**src/rtl/scarv_cop_rng_pool.sv**
```systemverilog
// Entropy pool: free-running 32-bit Galois LFSR harvested into a 2-entry buffer,
// with seed mixing/flush and a sticky repetition health test on harvested words.
module scarv_cop_rng_pool #(
   parameter logic [31:0] RESET_SEED    = 32'hACE1_2468,
   parameter int          HARVEST_STEPS = 32
) (
   input  logic        g_clk,
   input  logic        g_reset,
   input  logic        seed_valid,
   input  logic [31:0] seed_data,
   output logic        samp_valid,
   input  logic        samp_ready,
   output logic [31:0] samp_data,
   output logic        seeded,
   output logic        health_fail,
   output logic [1:0]  pool_level
);

   localparam logic [7:0] LAST_CNT = 8'(HARVEST_STEPS - 1);

   logic [31:0] state_reg, state_next;
   logic [7:0]  cnt_reg, cnt_next;
   logic [31:0] head_reg, head_next;
   logic [31:0] tail_reg, tail_next;
   logic [1:0]  level_reg, level_next;
   logic [31:0] last_reg, last_next;
   logic        seeded_reg, seeded_next;
   logic        health_reg, health_next;

   logic [31:0] stepped;
   logic [31:0] mixed;
   logic        running;
   logic        push;
   logic        pop;

   function automatic logic [31:0] lfsr_step(input logic [31:0] s);
      return s[0] ? ((s >> 1) ^ 32'h8020_0003) : (s >> 1);
   endfunction

   always_comb begin
      stepped = lfsr_step(state_reg);
      mixed   = stepped ^ seed_data;
      running = (level_reg != 2'd2);
      pop     = (level_reg != 2'd0) && samp_ready;
      push    = running && (cnt_reg == LAST_CNT) && !seed_valid;

      state_next  = state_reg;
      cnt_next    = cnt_reg;
      head_next   = head_reg;
      tail_next   = tail_reg;
      level_next  = level_reg;
      last_next   = last_reg;
      seeded_next = seeded_reg;
      health_next = health_reg;

      if (seed_valid) begin
         // A zero state would lock the LFSR, so fall back to the reset seed.
         state_next  = (mixed == 32'h0) ? RESET_SEED : mixed;
         cnt_next    = 8'd0;
         head_next   = 32'h0;
         tail_next   = 32'h0;
         level_next  = 2'd0;
         last_next   = 32'h0;
         seeded_next = 1'b1;
         health_next = 1'b0;
      end else begin
         if (running) begin
            state_next = stepped;
            cnt_next   = push ? 8'd0 : cnt_reg + 8'd1;
         end
         if (push) begin
            last_next = stepped;
            if (stepped == last_reg)
               health_next = 1'b1;
         end
         case (level_reg)
            2'd0: begin
               if (push) begin
                  head_next  = stepped;
                  level_next = 2'd1;
               end
            end
            2'd1: begin
               if (push && pop) begin
                  head_next = stepped;
               end else if (pop) begin
                  head_next  = 32'h0;
                  level_next = 2'd0;
               end else if (push) begin
                  tail_next  = stepped;
                  level_next = 2'd2;
               end
            end
            2'd2: begin
               if (pop) begin
                  head_next  = tail_reg;
                  tail_next  = 32'h0;
                  level_next = 2'd1;
               end
            end
            default: level_next = 2'd0;
         endcase
      end
   end

   always_ff @(posedge g_clk or posedge g_reset) begin
      if (g_reset) begin
         state_reg  <= RESET_SEED;
         cnt_reg    <= 8'd0;
         head_reg   <= 32'h0;
         tail_reg   <= 32'h0;
         level_reg  <= 2'd0;
         last_reg   <= 32'h0;
         seeded_reg <= 1'b0;
         health_reg <= 1'b0;
      end else begin
         state_reg  <= state_next;
         cnt_reg    <= cnt_next;
         head_reg   <= head_next;
         tail_reg   <= tail_next;
         level_reg  <= level_next;
         last_reg   <= last_next;
         seeded_reg <= seeded_next;
         health_reg <= health_next;
      end
   end

   assign samp_valid  = (level_reg != 2'd0);
   assign samp_data   = head_reg;
   assign seeded      = seeded_reg;
   assign health_fail = health_reg;
   assign pool_level  = level_reg;

endmodule

```
**config.mk**
```make
export PLATFORM = sky130hd
export DESIGN_NAME = scarv_cop_rng_pool
export DESIGN_NICKNAME = d
export VERILOG_FILES = /design/src/rtl/scarv_cop_rng_pool.sv
export SDC_FILE = /design/constraint.sdc
export NUM_CORES = 1
export LEC_CHECK = 0
export ABC_AREA = 1
export BUFFER_PORTS_ARGS = -buffer_cell sky130_fd_sc_hd__buf_2
export CAP_MARGIN = 10
export CORE_MARGIN = 8
export CORE_UTILIZATION = 60
export DETAILED_ROUTE_END_ITERATION = 16
export HOLD_SLACK_MARGIN = 0.06
export PLACE_DENSITY = 0.84
export SYNTH_ARGS = -nofsm -noshare
export SYNTH_HDL_FRONTEND = slang
export SYNTH_SLANG_ARGS = --single-unit
export TNS_END_PERCENT = 5
```
**constraint.sdc**
```tcl
create_clock -name g_clk -period 7.8 [get_ports g_clk]
set_input_delay 0.39 -clock g_clk [delete_from_list [all_inputs] [get_ports g_clk]]
set_output_delay 0.39 -clock g_clk [all_outputs]
set_load 0.005 [all_outputs]
```
After elaboration in Yosys (flattened, before gate mapping)
Index checks and enable logic that the tools add are counted.
W data, S select, Z words.

storage, ports and cells
  input bits = 36
  word-level logic and storage cells = 68
  register bits = 140

operators by class
  $add $sub $neg = 1
  reduce and logical (&&, ||, !) cells = 17
  muxes and demuxes = 28
  bitwise gates (word level) = 2
  equality and inequality tests = 12

operators with widths
  cell                   number
  $mux W32               13
  $pmux W32 S3           1
  $pmux W32 S2           1
  $eq A32 B32 Y1         1
  $logic_not A32 Y1      1
  $xor A32 B32 Y32       1
  $mux W8                3
  $ne A3 B3 Y1 const B   5
  $mux W2                6
  $add A8 B1 Y8 const B  1
  $eq A8 B5 Y1 const B   1
  $ne A4 B4 Y1 const B   2
  $reduce_and A4 Y1      2
  $reduce_bool A2 Y1     4
  $pmux W2 S3            1
  $reduce_and A5 Y1      1
  $logic_and A1 B1 Y1    4
  $not A3 Y4             1
  $reduce_bool A4 Y1     1
  $mux W1                3
  $reduce_bool A3 Y1     1
  $eq A2 B1 Y1 const B   1
  $eq A2 B2 Y1 const B   1
  $logic_not A2 Y1       1
  other kinds (3)        3

Longest topological paths before layout
Gate-level depths: netlist of the first run.

  depth after elaboration = 8
  gate-level depth with buffers = 14
  depth with buffers taken out = 12

Worst setup path before layout of the first run
Ideal clock, no wire load.

  kind = flip-flop to flip-flop
  start = register level_reg[0] (netlist: pool_level[0])
  end = register head_reg[0] (netlist: samp_data[0])
  setup time = 0.074 ns
  setup slack = 6.078 ns
  arrival time = 1.648 ns
  data required time = 7.726 ns
  stages on the path, launching flop included = 11
  path buffers = 1
  cell sequence = dfrtp_1 inv_1 ha_1 inv_2 nand2_2 inv_2 nand3_4 o21ai_4 buf_2 a21oi_1 o21ai_2

on the way
  elaborated cells between the ends (all ways) = 17
  those cells by class = eq/ne (6); mux (3); reduce/logical (8)

RTL lines
  element                 RTL line  RTL
  from (decl)             25        logic [1:0] level_reg, level_next;
  from (signal assigned)  121       level_reg <= level_next;
  $reduce_bool A2 Y1 *    -
  named net samp_valid    11        output logic samp_valid,
  $logic_and A1 B1 Y1 *   44        pop = (level_reg != 2'd0) && samp_ready;
  $logic_and A1 B1 Y1     84        if (push && pop) begin
  $mux W32                84
  $pmux W32 S3            76        case (level_reg)
  $mux W32                56        if (seed_valid) begin
  to (signal assigned)    119       head_reg <= head_next;
  to (decl)               23        logic [31:0] head_reg, head_next;

The timed path passes the listed nets; every way through them passes the cells marked *.
A chain may end at the register's enable or synchronous reset.

Final worst setup path of the first run
  start = register level_reg[0] (netlist: pool_level[0])
  end = register head_reg[25] (netlist: samp_data[25])

on the way
  cells in the longest elaborated chain, start to end = 7
  elaborated cells between the ends (all ways) = 17
  those cells by class = eq/ne (6); mux (3); reduce/logical (8)

ends and longest elaborated chain
  element                           RTL line  RTL
  $ne A2 B2 Y1                      43        running = (level_reg != 2'd2);
  $logic_and A1 B1 Y1 (2 in a row)  45        push = running && (cnt_reg == LAST_CNT) && !seed_valid;
  $logic_and A1 B1 Y1               84
  $mux W32                          84
  $pmux W32 S3                      76
  $mux W32                          56

Parallel ways exist; a longest one is shown, timed or not.

==> flow_summary_export.csv, run 1 <==
group,metric,value,unit
outcome,outcome,"finished, final reports clean",
power_and_ir_drop,pwr-share-seq,0.360,
cts,cts_max_level,4,
route,drc,0,
critical_path,slowest_delay,0.57,ns
critical_path,worstReg2RegEnd,"samp_data[25]",
final_layout,final_layout_size_suffix_gt1_frac,0.196,
floorplanning,rows,41,
timing,fin_crit_sh,0.334,
timing,setup_violations,0,
critical_path,cp_slowest_cell,"nand4_4",
timing,hold_ws,0.0958,ns
critical_path,ff2ff_path_depth,9,
timing,hold_viol,0,
floorplanning,die_h,128,um
critical_path,reg2reg_from,"pool_level[0]",
route,viasPerCell,5.29,
synthesis,yosys_warnings,0,
timing,worstMarginPinSlew,0.993,ns
power_and_ir_drop,cellPowerDensity,383,mW/mm^2
global_routing,grt-ovfl-total,0,
synthesis,ys_ff_latch,140,
global_routing,grt.total_usage,0.240,
final_layout,fin_area,0.00845,mm^2
route,drt-pass1-iter-count,5,
synthesis,synth_top_area_cell,"dfrtp_1",
synthesis,yosysMostFrequentCell,"nand2_1",
timing,slew_headroom,0.335,
final_layout,final_nets,1040,
synthesis,ys_top_cells_by_count,"311 x nand2_1, 127 x dfrtp_1, 122 x inv_1",
timing,setup_ws,5.20,ns
timing,fin_crit,2.60,ns
global_routing,antenna_found_initial,0,
synthesis,syn_inst,941,
floorplanning,core_area,0.0124,mm^2
timing,rsz0062_at_grt,"false",
synthesis,syn_area,0.00750,mm^2
floorplanning,io_pins,73,
placement,place_ws,4.98,ns
cts,clock-root-buffer,"clkbuf_16",
critical_path,startpoint,"pool_level[0]",
cts,cts_tree,"yes",
cts,cts_resized,0,
route,vias,6266,
placement,io_buffers,72,
power_and_ir_drop,clock_power_share,0.249,
route,drt_wl_total,18.3,mm
power_and_ir_drop,p_sw_frac,0.409,
global_routing,grt_max_degree,81,
critical_path,cp.depth,9,
power_and_ir_drop,vdd_drop_max,0.000274,V
critical_path,critPathRequiredTime,8.12,ns
final_layout,num_antenna_cells,0,
placement,hpwlAfterDp,12.1,mm
power_and_ir_drop,power_frac_comb,0.391,
flow_run,cap_violations,0,
critical_path,cp_cell_sequence,"inv_1 > ha_1 > inv_2 > nand4_4 > nand2_4 > inv_4 > nand2_8 > nand4_4 > o21ai_0",
synthesis,synth.area.top_cells,"dfrtp_1 42%, nand2_1 16%, inv_1 6.1%",
synthesis,syn_avg_cell_area,7.97,um^2
placement,dpl-instance-area,0.00786,mm^2
floorplanning,die_area,0.0163,mm^2
synthesis,yosysSeqAreaShare,0.469,
cts,postCtsHoldBufs,0,
critical_path,crit_buf_inv,3,
cts,clock_path_buffers,2,
worst_hold_path,hold_path.class,"input port to async pin",
final_layout,fillers,1023,
placement,finalWeightedCongestion,0.866,
timing,fmax,384,MHz
floorplanning,die_w,128,um
power_and_ir_drop,power.leakage,0.00418,uW
critical_path,cp-end-kind,"flip-flop",
timing,final_max_slew_viol_count,0,
critical_path,worst-setup-path-type,"flip-flop to flip-flop",
critical_path,crit_fanout,32,
critical_path,r2r_slack,5.20,ns
critical_path,crit_arrival,2.92,ns
synthesis,async_flop_share,1.00,
global_routing,grt_pass1_vias,6248,
power_and_ir_drop,p_sw,1330,uW
global_routing,grt_pass1_wl,30.8,mm
cts,numCtsBuffers,17,
power_and_ir_drop,p_int,1910,uW
route,ant_nets,0,
critical_path,crit_family,"simple AND/OR/NAND/NOR gates",
cts,cts.clk_slew.worst_paths,0.06,ns
final_layout,area_delta_synth_final,12.7,%
synthesis,synthesis.nets,981,
critical_path,cp_common_cell,"nand4_4",
synthesis,synth_enable_flop_cells,0,
cts,cts_sinks,140,
route,drt_iter0_markers,553,
timing,skew,0.00579,ns
floorplanning,start_util,0.604,
critical_path,critPathCapture,"samp_data[25]",
synthesis,ys_types,39,
synthesis,synth_top_area_frac,0.424,
cts,postCtsSetupRepairBufs,0,
route,wl_per_cell,15.4,um
critical_path,cp-start-kind,"flip-flop",
cts,clk-insertion-delay-late,0.43,ns
synthesis,ys.flop_type,"dfrtp_1",
timing,tns,0,ns
==> cell usage in the layout (no fill, tap or decap), drive strengths merged, types with 11 or more instances in the layout <==
master | Yosys | routed
o221ai | 14 | 14
inv | 132 | 132
xnor2 | 25 | 25
nor2 | 68 | 68
dfrtp | 127 | 127
clkbuf | 9 | 25
a21oi | 38 | 38
nand2 | 333 | 333
buf | 28 | 77
o21ai | 111 | 111
nand3 | 11 | 11
dfstp | 13 | 13
==> power groups by stage <==
stage	registers, uW	clock network [uW]	logic (uW)
final	1170	807	1270
after global routing	1200	845	1420
after CTS	1160	812	1270
after detailed placement	1170	0	1250
after global placement	1160	0	1220
after floorplan	1130	0	1000
==> worst min-delay path by stage <==
stage,to,slack [ns],cells after the start
floorplan,tail_reg[0],0.46,2
global route,tail_reg[5],0.16,2
detailed placement,samp_data[5],0.46,2
global placement,samp_data[2],0.46,2
CTS,tail_reg[5],0.12,2
finish,tail_reg[5],0.1,2
==> metal layers <==
| metal | track usage | wire length, um | vias up |
|---|---|---|---|
| met3 | 0.0499 | 1010 | 30 |
| met2 | 0.400 | 8990 | 164 |
| li1 | - | - | 3067 |
| met5 | 0 | 0 | - |
| met4 | 0.0916 | 355 | 0 |
| met1 | 0.300 | 7920 | 3005 |
==> layout make-up <==
| class | instances | area [um^2] | area share |
|---|---|---|---|
| clock buffers | 25 | 505 | 0.0598 |
| multi-input cells | 632 | 3220 | 0.381 |
| well taps | 172 | 215 | 0.0255 |
| clock inverters | 7 | 85.1 | 0.0101 |
| inverters | 132 | 508 | 0.0601 |
| repair buffers | 77 | 398 | 0.0471 |
| flip-flops and latches | 140 | 3520 | 0.417 |
==> through the flow <==
step,power (uW),utilization,cells
finish,3240,0.681,1185
global route,3470,0.681,1185
CTS,3240,0.681,1185
detailed placement,2420,0.633,1153
global placement,2390,0.633,1153
floorplan,2130,-,941
==> cell families (layout without fill, tap and decap cells) <==
logic type	count (synthesis)	after routing	share of synthesized area
XOR/XNOR	31	31	0.0372
buffers and inverters	169	241	0.102
AO/OA/AOI/OAI	175	175	0.145
AND/OR/NAND/NOR	422	422	0.239
adder cells (fa/ha/maj)	4	4	0.00667
flip-flops	140	140	0.469
==> worst register-to-register path, stage by stage, from the launching register on <==
cell	delay [ns]
dfrtp_1	0.40
inv_1	0.08
ha_1	0.27
inv_2	0.13
nand4_4	0.15
nand2_4	0.18
inv_4	0.19
nand2_8	0.13
nand4_4	0.57
o21ai_0	0.41
Power figures use the tool's default switching activity.
==> run 2: changes to the inputs <==
--- a/config.mk
+++ b/config.mk
@@ -5,7 +5,7 @@
 export SDC_FILE = /design/constraint.sdc
 export NUM_CORES = 1
 export LEC_CHECK = 0
-export ABC_AREA = 1
+export ABC_AREA = 0
 export BUFFER_PORTS_ARGS = -buffer_cell sky130_fd_sc_hd__buf_2
 export CAP_MARGIN = 10
 export CORE_MARGIN = 8
==> constraint.sdc (replaced) <==
create_clock -name g_clk -period 2.5 [get_ports g_clk]
set_input_delay 0.125 -clock g_clk [delete_from_list [all_inputs] [get_ports g_clk]]
set_output_delay 0.125 -clock g_clk [all_outputs]
set_load 0.005 [all_outputs]
==> run 2 against run 1 <==
  * First-iteration DRC count is 44% higher
  * Global-route usage is 1.5 points higher
  * Utilization is 3.3 points higher
  * Power is 120% higher
  * Die area is 0.10% higher
  * Fmax is 13% higher
  * Critical path depth is 1 lower
  * Via count is 0.81% higher
  * Cell count is 11% lower
  * Routed wire length is 9.2% higher
==> flow_summary_export.csv, run 2 <==
group,metric,value,unit
synthesis,ys_ff_latch,140,
cts,numCtsBuffers,17,
synthesis,ys.flop_type,"dfrtp_1",
route,ant_nets,0,
critical_path,crit_arrival,2.64,ns
final_layout,area_delta_synth_final,18.1,%
synthesis,yosysMostFrequentCell,"dfrtp_1",
synthesis,ys_types,46,
timing,slew_headroom,0.577,
final_layout,final_cell_mix,"127 x dfrtp_1, 74 x nor2_1, 71 x buf_2",
critical_path,cp_slowest_cell,"dfrtp_1",
synthesis,yosysSeqAreaShare,0.469,
floorplanning,die_area,0.0163,mm^2
synthesis,synth-compound-area-share,0.201,
floorplanning,io_pins,73,
floorplanning,core_area,0.0124,mm^2
floorplanning,start_util,0.605,
cts,clock_path_buffers,2,
route,drt_iter0_markers,794,
timing,hold_ws,0.0722,ns
flow_run,cap_violations,0,
route,viasPerCell,6.02,
critical_path,crit_fanout,32,
cts,cts_max_level,4,
cts,clock-root-buffer,"clkbuf_16",
synthesis,synth.area.mux_share,0.00583,
synthesis,syn_inst,803,
critical_path,cp-end-kind,"flip-flop",
route,vias,6317,
power_and_ir_drop,power.leakage,0.00382,uW
cts,cts.clk_slew.worst_paths,0.06,ns
route,drc,0,
critical_path,worst-setup-path-type,"flip-flop to flip-flop",
synthesis,synthesis.nets,843,
critical_path,crit_buf_inv,2,
final_layout,final_common_cell,"dfrtp_1",
synthesis,synth.area.top_cells,"dfrtp_1 42%, xnor2_1 6.9%, a211oi_2 5.0%",
synthesis,yosys.area_share.simple,0.145,
global_routing,grt_pass1_wl,32.7,mm
power_and_ir_drop,cellPowerDensity,803,mW/mm^2
cts,clk-insertion-delay-late,0.42,ns
synthesis,async_flop_share,1.00,
timing,fin_crit_sh,0.925,
timing,final_max_slew_viol_count,0,
synthesis,syn_area,0.00751,mm^2
synthesis,synth_top_area_cell,"dfrtp_1",
floorplanning,rows,41,
power_and_ir_drop,vdd_drop_max,0.000591,V
timing,fmax,433,MHz
route,wl_per_cell,19.0,um
placement,finalWeightedCongestion,0.885,
global_routing,grt_pass1_vias,6254,
cts,postCtsSetupRepairBufs,0,
timing,tns,0,ns
synthesis,ys_top_cells_by_count,"127 x dfrtp_1, 75 x nor2_1, 68 x nand2_1",
synthesis,synth_enable_flop_cells,0,
synthesis,syn_avg_cell_area,9.35,um^2
synthesis,synth_top_area_frac,0.423,
outcome,outcome,"finished, final reports clean",
cts,cts_tree,"yes",
worst_hold_path,hold_path.class,"input port to flip-flop",
global_routing,grt.total_usage,0.254,
timing,rsz0062_at_grt,"false",
timing,fin_crit,2.31,ns
floorplanning,die_w,128,um
synthesis,synthXorXnorAreaFrac,0.0885,
final_layout,final_nets,905,
timing,worstMarginPinSlew,0.635,ns
synthesis,yosys_warnings,0,
final_layout,final_layout_size_suffix_gt1_frac,0.217,
timing,hold_viol,0,
timing,setup_violations,0,
global_routing,grt_max_degree,75,
floorplanning,die_h,128,um
global_routing,grt-ovfl-total,0,
critical_path,cp_cell_sequence,"inv_1 > ha_1 > and4b_1 > nand2_2 > o41ai_4 > buf_12 > a22oi_1 > a211oi_2",
cts,cts_sinks,140,
critical_path,cp-start-kind,"flip-flop",
route,drt_wl_total,20.0,mm
global_routing,antenna_found_initial,1,
critical_path,slowest_delay,0.39,ns
synthesis,synth_top_family_by_area,"compound AO/OA/AOI/OAI gates",
critical_path,crit_family,"compound AO/OA/AOI/OAI gates",
route,drt-pass1-iter-count,5,
critical_path,critPathRequiredTime,2.83,ns
synthesis,synth-adder-area-share,0.00800,
placement,io_buffers,72,
timing,skew,0.00828,ns
placement,hpwlAfterDp,12.7,mm
==> run 2: cell count changes after synthesis, sizes merged, moves of 14 or more <==
| cell | delta |
|---|---|
| a22oi | +32 |
| o221ai | -14 |
| a31oi | +14 |
| a311oi | +17 |
| nand3 | +23 |
| clkbuf | +24 |
| nand2 | -264 |
| nor2b | +15 |
| o21ai | -74 |
| xnor2 | +35 |
| inv | -78 |
| a211oi | +47 |
| buf | +25 |
==> run 2: cell families (layout without fill, tap and decap cells) <==
group           count (synthesis)  in the layout
simple gates                  236            236
xor+xnor                       75             75
mux                             4              4
buf+inv                       140            214
fa+ha+maj                       5              5
other cells                     0              1
flops                         140            140
compound gates                203            203
==> run 2: area by class of cell <==
type | count | area (um^2)
fillers | 879 | 3550
inverters | 54 | 206
flip-flops and latches | 140 | 3520
well taps | 172 | 215
clock inverters | 11 | 143
diodes | 1 | 2.50
multi-input cells | 523 | 3380
repair buffers | 129 | 943
clock buffers | 20 | 457
==> run 2: worst paths after layout <==
check / from / endpoint / slack (ns) / cells past startpoint
worst max register to register: pool_level[0] / samp_data[16] / 0.19 / 8
max in group asynchronous: g_reset / state_reg[23] / 1.42 / 4
worst min-delay path: seed_data[29] / state_reg[29] / 0.07 / 3
min in group asynchronous: g_reset / samp_data[24] / 0.31 / 3
worst min register to register: seeded / seeded / 0.47 / 1
worst max-delay path: pool_level[0] / samp_data[16] / 0.19 / 8
==> run 2: what timing repair did <==
action                                  CTS  global route
resized for setup                         0             1
endpoints found under the setup margin    0             1
hold endpoints to repair                 46             0
hold buffers                             26             0
==> run 2: per-layer routing <==
| layer | up-vias | part of all wire | global-route usage |
|---|---|---|---|
| met1 | 3103 | 0.42 | 0.333 |
| li1 | 2867 | - | - |
| met4 | 0 | 0.028 | 0.116 |
| met3 | 44 | 0.079 | 0.0670 |
| met5 | - | 0 | 0 |
| met2 | 303 | 0.47 | 0.388 |
==> run 2: worst min-delay path: stages <==
cell     delay (ns)
buf_2          0.10
xnor2_1        0.15
a31oi_1        0.10
==> run 2: through the flow <==
stage / total power, uW / std cells / cell area, um^2 / utilization / setup slack, ns
after floorplan: 3990 / 803 / 7510 / - / 0.484
after global placement: 4410 / 992 / 8000 / 0.644 / 0.246
after detailed placement: 4460 / 992 / 8000 / 0.644 / 0.180
after CTS: 7070 / 1049 / 8860 / 0.714 / 0.194
after global routing: 7380 / 1050 / 8860 / 0.714 / 0.0325
final: 7120 / 1050 / 8860 / 0.714 / 0.188
==> run 2: power breakdown <==
group,switching [uW],total (uW),internal [uW]
registers,367,2930,2560
logic,910,1620,711
clock network,955,2570,1610
